**src/rtl/acc_channel_monitor.sv**
```systemverilog
// acc_channel_monitor: N-channel accelerometer sample monitor for the LED bank.
// Captures every channel each clk_25 cycle and keeps a moving average and a
// peak-magnitude hold per channel. It then shows the lowest selected channel
// as raw, average, peak or bar graph. Latency from input capture to LED is
// two edges in every mode.
module acc_channel_monitor #(
    parameter int unsigned NCH       = 3,
    parameter int unsigned W         = 12,
    parameter int unsigned AVG_LOG2  = 2,
    parameter int unsigned LED_W     = 12,
    parameter int unsigned BAR_SHIFT = 7
) (
    input  logic               clk_25,
    input  logic               rst,
    input  logic [NCH*W-1:0]   acc_flat,
    input  logic [NCH-1:0]     sel,
    input  logic [1:0]         mode,
    input  logic               peak_clr,
    output logic [LED_W-1:0]   led,
    output logic               avg_valid
);

    localparam int unsigned DEPTH = 1 << AVG_LOG2;
    localparam int unsigned SW    = W + AVG_LOG2;
    localparam int unsigned MW    = W - 1;
    localparam int unsigned FW    = AVG_LOG2 + 1;

    localparam logic [1:0] MODE_RAW  = 2'd0;
    localparam logic [1:0] MODE_AVG  = 2'd1;
    localparam logic [1:0] MODE_PEAK = 2'd2;
    localparam logic [1:0] MODE_BAR  = 2'd3;

    // Absolute value of a W-bit sample; the most negative code saturates.
    function automatic logic [MW-1:0] mag(input logic signed [W-1:0] v);
        logic signed [W-1:0] neg;
        neg = -v;
        if (v == {1'b1, {MW{1'b0}}}) begin
            return {MW{1'b1}};
        end else if (v[W-1]) begin
            return MW'(neg);
        end else begin
            return MW'(v);
        end
    endfunction

    logic signed [W-1:0]  cap   [NCH];
    logic signed [W-1:0]  raw_d [NCH];
    logic signed [W-1:0]  win   [NCH][DEPTH];
    logic signed [SW-1:0] sum   [NCH];
    logic signed [W-1:0]  avg   [NCH];
    logic [MW-1:0]        peak  [NCH];
    logic [AVG_LOG2-1:0]  ptr;
    logic [FW-1:0]        fill;
    logic                 cap_vld;

    // Stage 1: register every channel from the flat input bus.
    always_ff @(posedge clk_25 or posedge rst) begin
        if (rst) begin
            for (int c = 0; c < NCH; c++) begin
                cap[c] <= '0;
            end
            cap_vld <= 1'b0;
        end else begin
            for (int c = 0; c < NCH; c++) begin
                cap[c] <= acc_flat[c*W +: W];
            end
            cap_vld <= 1'b1;
        end
    end

    // Stage 2: window buffers, running sums, peaks and the raw delay copy.
    always_ff @(posedge clk_25 or posedge rst) begin
        if (rst) begin
            for (int c = 0; c < NCH; c++) begin
                raw_d[c] <= '0;
                sum[c]   <= '0;
                peak[c]  <= '0;
                for (int d = 0; d < DEPTH; d++) begin
                    win[c][d] <= '0;
                end
            end
            ptr <= '0;
        end else begin
            for (int c = 0; c < NCH; c++) begin
                raw_d[c]    <= cap[c];
                sum[c]      <= sum[c] + SW'(cap[c]) - SW'(win[c][ptr]);
                win[c][ptr] <= cap[c];
                if (peak_clr) begin
                    peak[c] <= '0;
                end else if (mag(cap[c]) > peak[c]) begin
                    peak[c] <= mag(cap[c]);
                end
            end
            ptr <= ptr + 1'b1;
        end
    end

    // Fill counter: counts stage-2 updates of real samples; avg_valid is sticky.
    always_ff @(posedge clk_25 or posedge rst) begin
        if (rst) begin
            fill      <= '0;
            avg_valid <= 1'b0;
        end else if (cap_vld && (fill != FW'(DEPTH))) begin
            fill <= fill + 1'b1;
            if (fill == FW'(DEPTH - 1)) begin
                avg_valid <= 1'b1;
            end
        end
    end

    // Window average, arithmetic shift rounds toward minus infinity.
    always_comb begin
        for (int c = 0; c < NCH; c++) begin
            avg[c] = W'(sum[c] >>> AVG_LOG2);
        end
    end

    logic signed [W-1:0] s_raw;
    logic signed [W-1:0] s_avg;
    logic [MW-1:0]       s_peak;
    logic [W-1:0]        s_peak_ext;

    // Priority select: the lowest set bit of sel wins.
    always_comb begin
        s_raw  = '0;
        s_avg  = '0;
        s_peak = '0;
        for (int c = NCH - 1; c >= 0; c--) begin
            if (sel[c]) begin
                s_raw  = raw_d[c];
                s_avg  = avg[c];
                s_peak = peak[c];
            end
        end
        s_peak_ext = {1'b0, s_peak};
    end

    logic [LED_W-1:0] fit_raw;
    logic [LED_W-1:0] fit_avg;
    logic [LED_W-1:0] fit_peak;

    // Fit W-bit values to the LED width: keep the top bits or extend.
    generate
        if (LED_W >= W) begin : g_extend
            always_comb begin
                fit_raw  = LED_W'(s_raw);
                fit_avg  = LED_W'(s_avg);
                fit_peak = LED_W'(s_peak_ext);
            end
        end else begin : g_truncate
            always_comb begin
                fit_raw  = s_raw[W-1 -: LED_W];
                fit_avg  = s_avg[W-1 -: LED_W];
                fit_peak = s_peak_ext[W-1 -: LED_W];
            end
        end
    endgenerate

    logic [MW-1:0]    bar_len;
    logic [LED_W-1:0] bar;

    // Thermometer code; lengths beyond LED_W light every LED.
    always_comb begin
        bar_len = mag(s_avg) >> BAR_SHIFT;
        bar     = '0;
        for (int i = 0; i < LED_W; i++) begin
            bar[i] = (32'(bar_len) > 32'(i));
        end
    end

    // Stage 3: register the displayed value; no selection shows all ones.
    always_ff @(posedge clk_25 or posedge rst) begin
        if (rst) begin
            led <= '1;
        end else if (sel == '0) begin
            led <= '1;
        end else begin
            case (mode)
                MODE_RAW:  led <= fit_raw;
                MODE_AVG:  led <= fit_avg;
                MODE_PEAK: led <= fit_peak;
                MODE_BAR:  led <= bar;
                default:   led <= '1;
            endcase
        end
    end

endmodule

```
**config.mk**
```make
export PLATFORM = sky130hd
export DESIGN_NAME = acc_channel_monitor
export DESIGN_NICKNAME = d
export VERILOG_FILES = /design/src/rtl/acc_channel_monitor.sv
export SDC_FILE = /design/constraint.sdc
export NUM_CORES = 1
export LEC_CHECK = 0
export CORE_AREA = 2 2 259 261
export DETAILED_ROUTE_END_ITERATION = 10
export DIE_AREA = 0 0 261 263
export SLEW_MARGIN = 20
export SYNTH_ARGS = -nofsm -noshare
export SYNTH_HDL_FRONTEND = slang
export SYNTH_SLANG_ARGS = --single-unit
```
**constraint.sdc**
```tcl
create_clock -name clk_25 -period 34.7 [get_ports clk_25]
set_clock_uncertainty 0.2 [all_clocks]
set_input_delay 10.41 -clock clk_25 [delete_from_list [all_inputs] [get_ports clk_25]]
set_output_delay 10.41 -clock clk_25 [all_outputs]
set_load 0.01 [all_outputs]
```
# After elaboration in Yosys (flattened, before gate mapping)

Cells that the tools add are included.

$add $sub $neg: 12
$lt $le $gt $ge: 17
Equality and inequality tests: 9
Mux-type cells: 42
Bitwise operators: 1
Reductions and logical operators: 8

Operator list:

| kind                                                                         | number |
|---|---|
| 11-bit two-way mux                                                           | 20 |
| 12-bit two-way mux                                                           | 14 |
| 48-bit bitwise mux                                                           | 3 |
| 12-bit binary-select mux with 2-bit select                                   | 3 |
| 12-bit == test, second input constant                                        | 4 |
| 12-bit case mux with 4 select lines                                          | 1 |
| 11-bit negator                                                               | 4 |
| 14-bit by 12-bit adder with 14-bit output                                    | 3 |
| 14-bit by 12-bit subtractor with 14-bit output                               | 3 |
| 11-bit > comparator                                                          | 3 |
| 12-bit demux with 2-bit select                                               | 1 |
| 4-bit by 3-bit > comparator with 1-bit output, second input constant         | 4 |
| 4-bit > comparator, second input constant                                    | 4 |
| 4-bit by 1-bit > comparator with 1-bit output, second input constant         | 2 |
| 4-bit by 2-bit > comparator with 1-bit output, second input constant         | 2 |
| 2-bit nonzero test                                                           | 3 |
| 2-bit == test, second input constant                                         | 2 |
| 3-bit by 1-bit adder with 3-bit output, second input constant                | 1 |
| 3-bit by 2-bit == test with 1-bit output, second input constant              | 1 |
| 3-bit greater-or-equal comparator, second input constant                     | 1 |
| 3-bit zero test                                                              | 1 |
| 3-bit by 1-bit less-than comparator with 1-bit output, second input constant | 1 |
| 3-bit != test, second input constant                                         | 1 |
| 2-bit NOT with 3-bit output                                                  | 1 |
| other kinds (5)                                                              | 6 |

Flip-flop bits (word level): 310
Bits of input ports: 44
Output and inout bits: 13
Word-level logic and storage cells: 118

# Logic depth before layout (Yosys ltp)

Depth after elaboration: 9
Mapped depth: 17
Mapped depth without buffers: 15

# Worst setup path before layout

No wires, ideal clock.

Kind: input-to-reg
From: in sel[0]
To: reg led[2]
Library setup time: 0.094 ns
Arrival time: 12.065 ns
Data required time: 34.406 ns
Setup slack: 22.341 ns
Stages: 10
Path buffers: 3
Cells stage by stage: buf_2 buf_6 buf_6 a21oi_1 a21oi_1 nor4_1 nand3b_1 o211a_1 o311ai_1 o211ai_1

Longest elaborated chain between the ends: 7
Elaborated cells on any way between the ends: 11
Classes of those cells: add/sub (1); order compare (1); eq/ne (1); mux (7); reduce/logical (1)

Ends and longest elaborated chain:

| what                                          | line | text |
|---|---|---|
| from (decl)                                   | 16   | `input logic [NCH-1:0] sel,` |
| 12-bit two-way mux                            | 129  | `if (sel[c]) begin` |
| 11-bit negator                                | 36   | `neg = -v;` |
| 11-bit two-way mux                            | 39   | `end else if (v[W-1]) begin` |
| 11-bit two-way mux                            | 37   | `if (v == {1'b1, {MW{1'b0}}}) begin` |
| 4-bit by 2-bit > comparator with 1-bit output | 167  | `bar[i] = (32'(bar_len) > 32'(i));` |
| 12-bit case mux with 4 select lines           | 178  | `case (mode)` |
| 12-bit two-way mux (*)                        | 175  | `end else if (sel == '0) begin` |
| to (signal assigned)                          | 179  | `MODE_RAW: led <= fit_raw;` |
| to (signal assigned)                          | 180  | `MODE_AVG: led <= fit_avg;` |
| to (signal assigned)                          | 181  | `MODE_PEAK: led <= fit_peak;` |
| to (decl)                                     | 19   | `output logic [LED_W-1:0] led,` |

Every way passes the cells marked *; elsewhere a longest branch is shown, timed or not.
A chain may end at the register's enable or synchronous reset.

# Worst setup path after layout

From: in sel[2]
To: reg led[2]

Longest elaborated chain between the ends: 9
Elaborated cells on any way between the ends: 17
Classes of those cells: add/sub (1); order compare (1); eq/ne (1); mux (13); reduce/logical (1)

Ends and longest elaborated chain:

| what                                          | line |
|---|---|
| 12-bit two-way mux (3 in a row)               | 129 |
| 11-bit negator                                | 36 |
| 11-bit two-way mux                            | 39 |
| 11-bit two-way mux                            | 37 |
| 4-bit by 2-bit > comparator with 1-bit output | 167 |
| 12-bit case mux with 4 select lines           | 178 |
| 12-bit two-way mux (*)                        | 175 |

Marked as above.

==> impl_summary.txt <==
----------------------------------------------------
[Logic synthesis]
  Synthesized netlist cell count ... 1515
  Ys flop type ... sky130_fd_sc_hd__dfrtp_1
  Post-Synthesis Cell Area ... 0.0170 mm2
  Register area share after synthesis ... 0.458
  Largest cells by area after synthesis ... sky130_fd_sc_hd__dfrtp_1 44%, sky130_fd_sc_hd__mux2_2 9.7%, sky130_fd_sc_hd__ha_1 6.5%, sky130_fd_sc_hd__mux4_2 4.9%, sky130_fd_sc_hd__fa_1 4.6%
  Synth Register Bits ... 310
  Mapped Avg Cell Area ... 11.2 um2
  Biggest area consumer among synthesized cells ... sky130_fd_sc_hd__dfrtp_1
  Number of warnings issued by yosys ... 0
  Share of synthesized flip-flops with an asynchronous set or reset ... 1.00
  Synthesized Nets ... 1686
  Number of enable-type register cells in the synthesized netlist ... 0
  Share of Yosys cell area claimed by the top area cell type ... 0.440
  Number of distinct standard cells referenced by the synthesized netlist ... 67

[Min path]
  Path category of the worst min-delay check ... register to register
  Worst Hold Launch ... avg_valid

[Route]
  Vias per cell ... 4.71
  Length of routed met2 wiring ... 20300 um
  Number of antenna-violating nets in the routed design ... 0
  Iter 0 DRT Violations ... 882
  Top Metal Used ... met5
  Remaining design rule violation count ... 0
  Detailed Route WL ... 43400 um
  Total via count after detailed routing ... 11500
  Wl on met1 ... 20000 um
  Routed len/inst ... 17.8 um
  Met3 WL post-DR ... 2040 um
  DRT Pass-1 Iters ... 5

[Pwr]
  Power per cell area ... 70.8 mW/mm2
  Combinational cell fraction of total power ... 0.363
  Maximum resistive drop on vdd ... 0.0278 mV
  Clock network power share ... 0.294
  Static leakage power ... 0.00858 uW
  Part of the power in registers ... 0.343
  Switching Power ... 495 uW
  Switching fraction of total power ... 0.355
  Internal power ... 899 uW

[STA]
  Hold Slack ... 0.263 ns
  Setup tns final ... 0 ns
  Period minus WS final ... 13.14 ns
  Final-report hold violation count ... 0
  Number of pins with negative max-slew slack in the final report ... 0
  Total of endpoints with negative setup slack in the final report ... 0
  Worst-Margin Slew ... 1.10 ns
  RSZ-0062 raised after global routing ... false
  Top achievable clock speed ... 0.0761 GHz
  Worst relative slew slack ... 0.264
  Fraction of the cycle the final worst path needs ... 0.379

[Critical path]
  Top cell by count, worst path ... sky130_fd_sc_hd__nand3b_1
  Cell breakdown of the critical path ... clkdlybuf4s50_1 > nand3b_1 > a22oi_1 > nor2b_1 > nand3b_1 > o211a_1 > o311ai_1 > o211ai_1
  FF-to-FF Start ... ptr[0]
  Kind of launch point of the worst setup path ... primary input
  Worst path required time ... 34.93 ns
  Crit path capture type ... register
  Delay of the slowest critical-path stage ... 1.05 ns
  Maximum fanout along the worst path ... 23
  Capturing instance or port of the critical path ... led[2]
  Critical path start-end classification ... primary input to register
  Endpoint of the lowest-slack register-to-register path ... avg[22]
  R2R cell count ... 12
  Critical path startpoint ... sel[2]
  Arrival time at the worst endpoint ... 13.37 ns
  Critical-path cell with the highest stage delay ... sky130_fd_sc_hd__clkdlybuf4s50_1
  Worst R2R Setup Slack ... 30.22 ns

[Floorplanning]
  Die Footprint ... 0.0686 mm2
  Horizontal extent of the die ... 261 um
  Starting utilization of the core area ... 0.258
  Num rows ... 94
  Overall die height ... 263 um
  Core Region ... 0.0656 mm2
  Top Ports ... 57

[Clock network]
  Hold Buf Count CTS ... 0
  Total setup buffers inserted after CTS ... 0
  Insertion delay of the later-clocked pin in the worst-skew pair ... 0.55 ns
  CTS sink count ... 310
  Clock transition at the register clock pins on the worst setup and hold paths after CTS ... 0.06 ns
  Number of gates given a new drive strength after cts ... 0
  CTS tree ... done
  CTS Buffer Depth ... 3
  Clock Root Buffer ... sky130_fd_sc_hd__clkbuf_16
  CTS Buf Count ... 36
  Htree depth ... 2

[Placed design]
  Buffers added on ports ... 56
  Sum of net half-perimeters after detailed placement ... 31600 um
  Final estimated routing congestion in global placement ... 0.860

[Layout]
  Synthesis-to-layout area growth ... 16.0%
  Ratio of cells with drive above 1 in the final layout ... 0.182
  Final net count ... 1719
  Antenna Cells ... 0

[GRT]
  Total congestion overflow after global routing ... 0
  Wire length of the first global-routing pass ... 68300 um
  Global Route Usage Sum ... 0.128
  Via count of the first global-routing pass ... 11700
  Initial antenna violation count ... 1
  Pin count of the biggest net entering global routing ... 109

[Run]
  Maximum capacitance violations ... 0

[Outcome]
  Outcome ... finished, final reports clean

----------------------------------------------------
## kinds of logic after synthesis
| logic type | after synthesis | synth area share |
|---|---|---|
| XOR/XNOR | 62 | 0.0320 |
| AND/OR/NAND/NOR | 269 | 0.0755 |
| AO/OA/AOI/OAI | 283 | 0.110 |
| multiplexers | 190 | 0.150 |
| flip-flops | 310 | 0.458 |
| buffers and inverters | 273 | 0.0626 |
| other | 1 | 0.000221 |
| adder cells (fa/ha/maj) | 127 | 0.111 |
## registers in the layout (all words and copies together) (netlist names)
name,flops
cap_vld,1
cap,36
fill,3
avg_valid,1
win,144
avg,36
led,12
peak,33
raw_d,36
sum,6
ptr,2
## final cells by class
cell class | count | area [um2]
timing repair buffer | 66 | 629
sequential | 310 | 7770
multi-input combinational | 932 | 8160
fill | 6713 | 45900
clock buffer | 44 | 991
tap | 864 | 1080
clock inverter | 20 | 284
inverter | 202 | 766
## per-layer routing
| layer | track usage | vias to the layer above |
|---|---|---|
| met3 | 0.0205 | 68 |
| met1 | 0.178 | 5842 |
| met5 | 0 | - |
| li1 | - | 5304 |
| met2 | 0.205 | 258 |
| met4 | 0.0364 | 2 |
## power groups by stage
stage	Combinational, uW	Sequential, uW	Clock (uW)
after detailed placement	504	485	0
final	506	478	409
after global routing	577	484	434
after CTS	508	479	421
after global placement	489	484	0
after floorplan	396	457	0
## critical path: cells and delay by family
family | cells | cell delay (ns)
AND/OR/NAND/NOR | 3 | 0.56
AO/OA/AOI/OAI | 4 | 1.35
buffers and inverters | 1 | 1.05
## metrics by stage
step	area [um2]	std cells	util	setup WS [ns]	power (uW)
after floorplan	17000	1515	-	15.54	853
after global placement	18400	2374	0.280	21.09	973
after detailed placement	18400	2374	0.280	21.01	989
after CTS	19700	2438	0.300	21.59	1410
after global routing	19700	2438	0.300	21.29	1490
final	19700	2438	0.300	21.56	1390
## layout by cell type, fill, tap and decap left out, types with 39 or more instances in the layout
master                            Yosys  final
sky130_fd_sc_hd__dfrtp_1            298    296
sky130_fd_sc_hd__a21oi_1             81     81
sky130_fd_sc_hd__clkdlybuf4s50_1      0     54
sky130_fd_sc_hd__inv_1              201    200
sky130_fd_sc_hd__nor2_1              86     86
sky130_fd_sc_hd__nand2_1             75     75
sky130_fd_sc_hd__fa_1                39     39
sky130_fd_sc_hd__ha_1                88     84
sky130_fd_sc_hd__mux2_2             146    146
sky130_fd_sc_hd__xnor2_1             48     48
## how the worst min path moves through the flow
stage | end | depth (start not counted)
floorplan | raw_d[14] | 0
global placement | avg_valid | 1
detailed placement | avg_valid | 1
CTS | avg_valid | 1
global route | avg_valid | 1
finish | avg_valid | 1
## cell usage after synthesis (5+ instances only)
| cell | count |
|---|---|
| sky130_fd_sc_hd__dfrtp_1 | 298 |
| sky130_fd_sc_hd__inv_1 | 201 |
| sky130_fd_sc_hd__mux2_2 | 146 |
| sky130_fd_sc_hd__ha_1 | 88 |
| sky130_fd_sc_hd__nor2_1 | 86 |
| sky130_fd_sc_hd__a21oi_1 | 81 |
| sky130_fd_sc_hd__nand2_1 | 75 |
| sky130_fd_sc_hd__xnor2_1 | 48 |
| sky130_fd_sc_hd__clkbuf_1 | 45 |
| sky130_fd_sc_hd__fa_1 | 39 |
| sky130_fd_sc_hd__mux4_2 | 37 |
| sky130_fd_sc_hd__o21ai_0 | 37 |
| sky130_fd_sc_hd__a211oi_1 | 27 |
| sky130_fd_sc_hd__a21o_1 | 19 |
| sky130_fd_sc_hd__a311oi_1 | 18 |
| sky130_fd_sc_hd__nor2b_1 | 17 |
| sky130_fd_sc_hd__nor3_1 | 16 |
| sky130_fd_sc_hd__a31oi_1 | 15 |
| sky130_fd_sc_hd__xor2_1 | 14 |
| sky130_fd_sc_hd__buf_1 | 13 |
| sky130_fd_sc_hd__nand3_1 | 13 |
| sky130_fd_sc_hd__nand3b_1 | 13 |
| sky130_fd_sc_hd__a22oi_1 | 12 |
| sky130_fd_sc_hd__dfstp_2 | 12 |
| sky130_fd_sc_hd__o21a_1 | 11 |
| sky130_fd_sc_hd__a221oi_1 | 10 |
| sky130_fd_sc_hd__nand4_1 | 10 |
| sky130_fd_sc_hd__o211ai_1 | 10 |
| sky130_fd_sc_hd__buf_2 | 9 |
| sky130_fd_sc_hd__mux2i_1 | 7 |
| sky130_fd_sc_hd__o22ai_1 | 7 |
| sky130_fd_sc_hd__o31ai_1 | 7 |
| sky130_fd_sc_hd__nand2b_1 | 6 |
| sky130_fd_sc_hd__or3_1 | 6 |
| sky130_fd_sc_hd__and2_1 | 5 |
| sky130_fd_sc_hd__and3_1 | 5 |
Note: power is estimated with default switching activity, not from simulation.
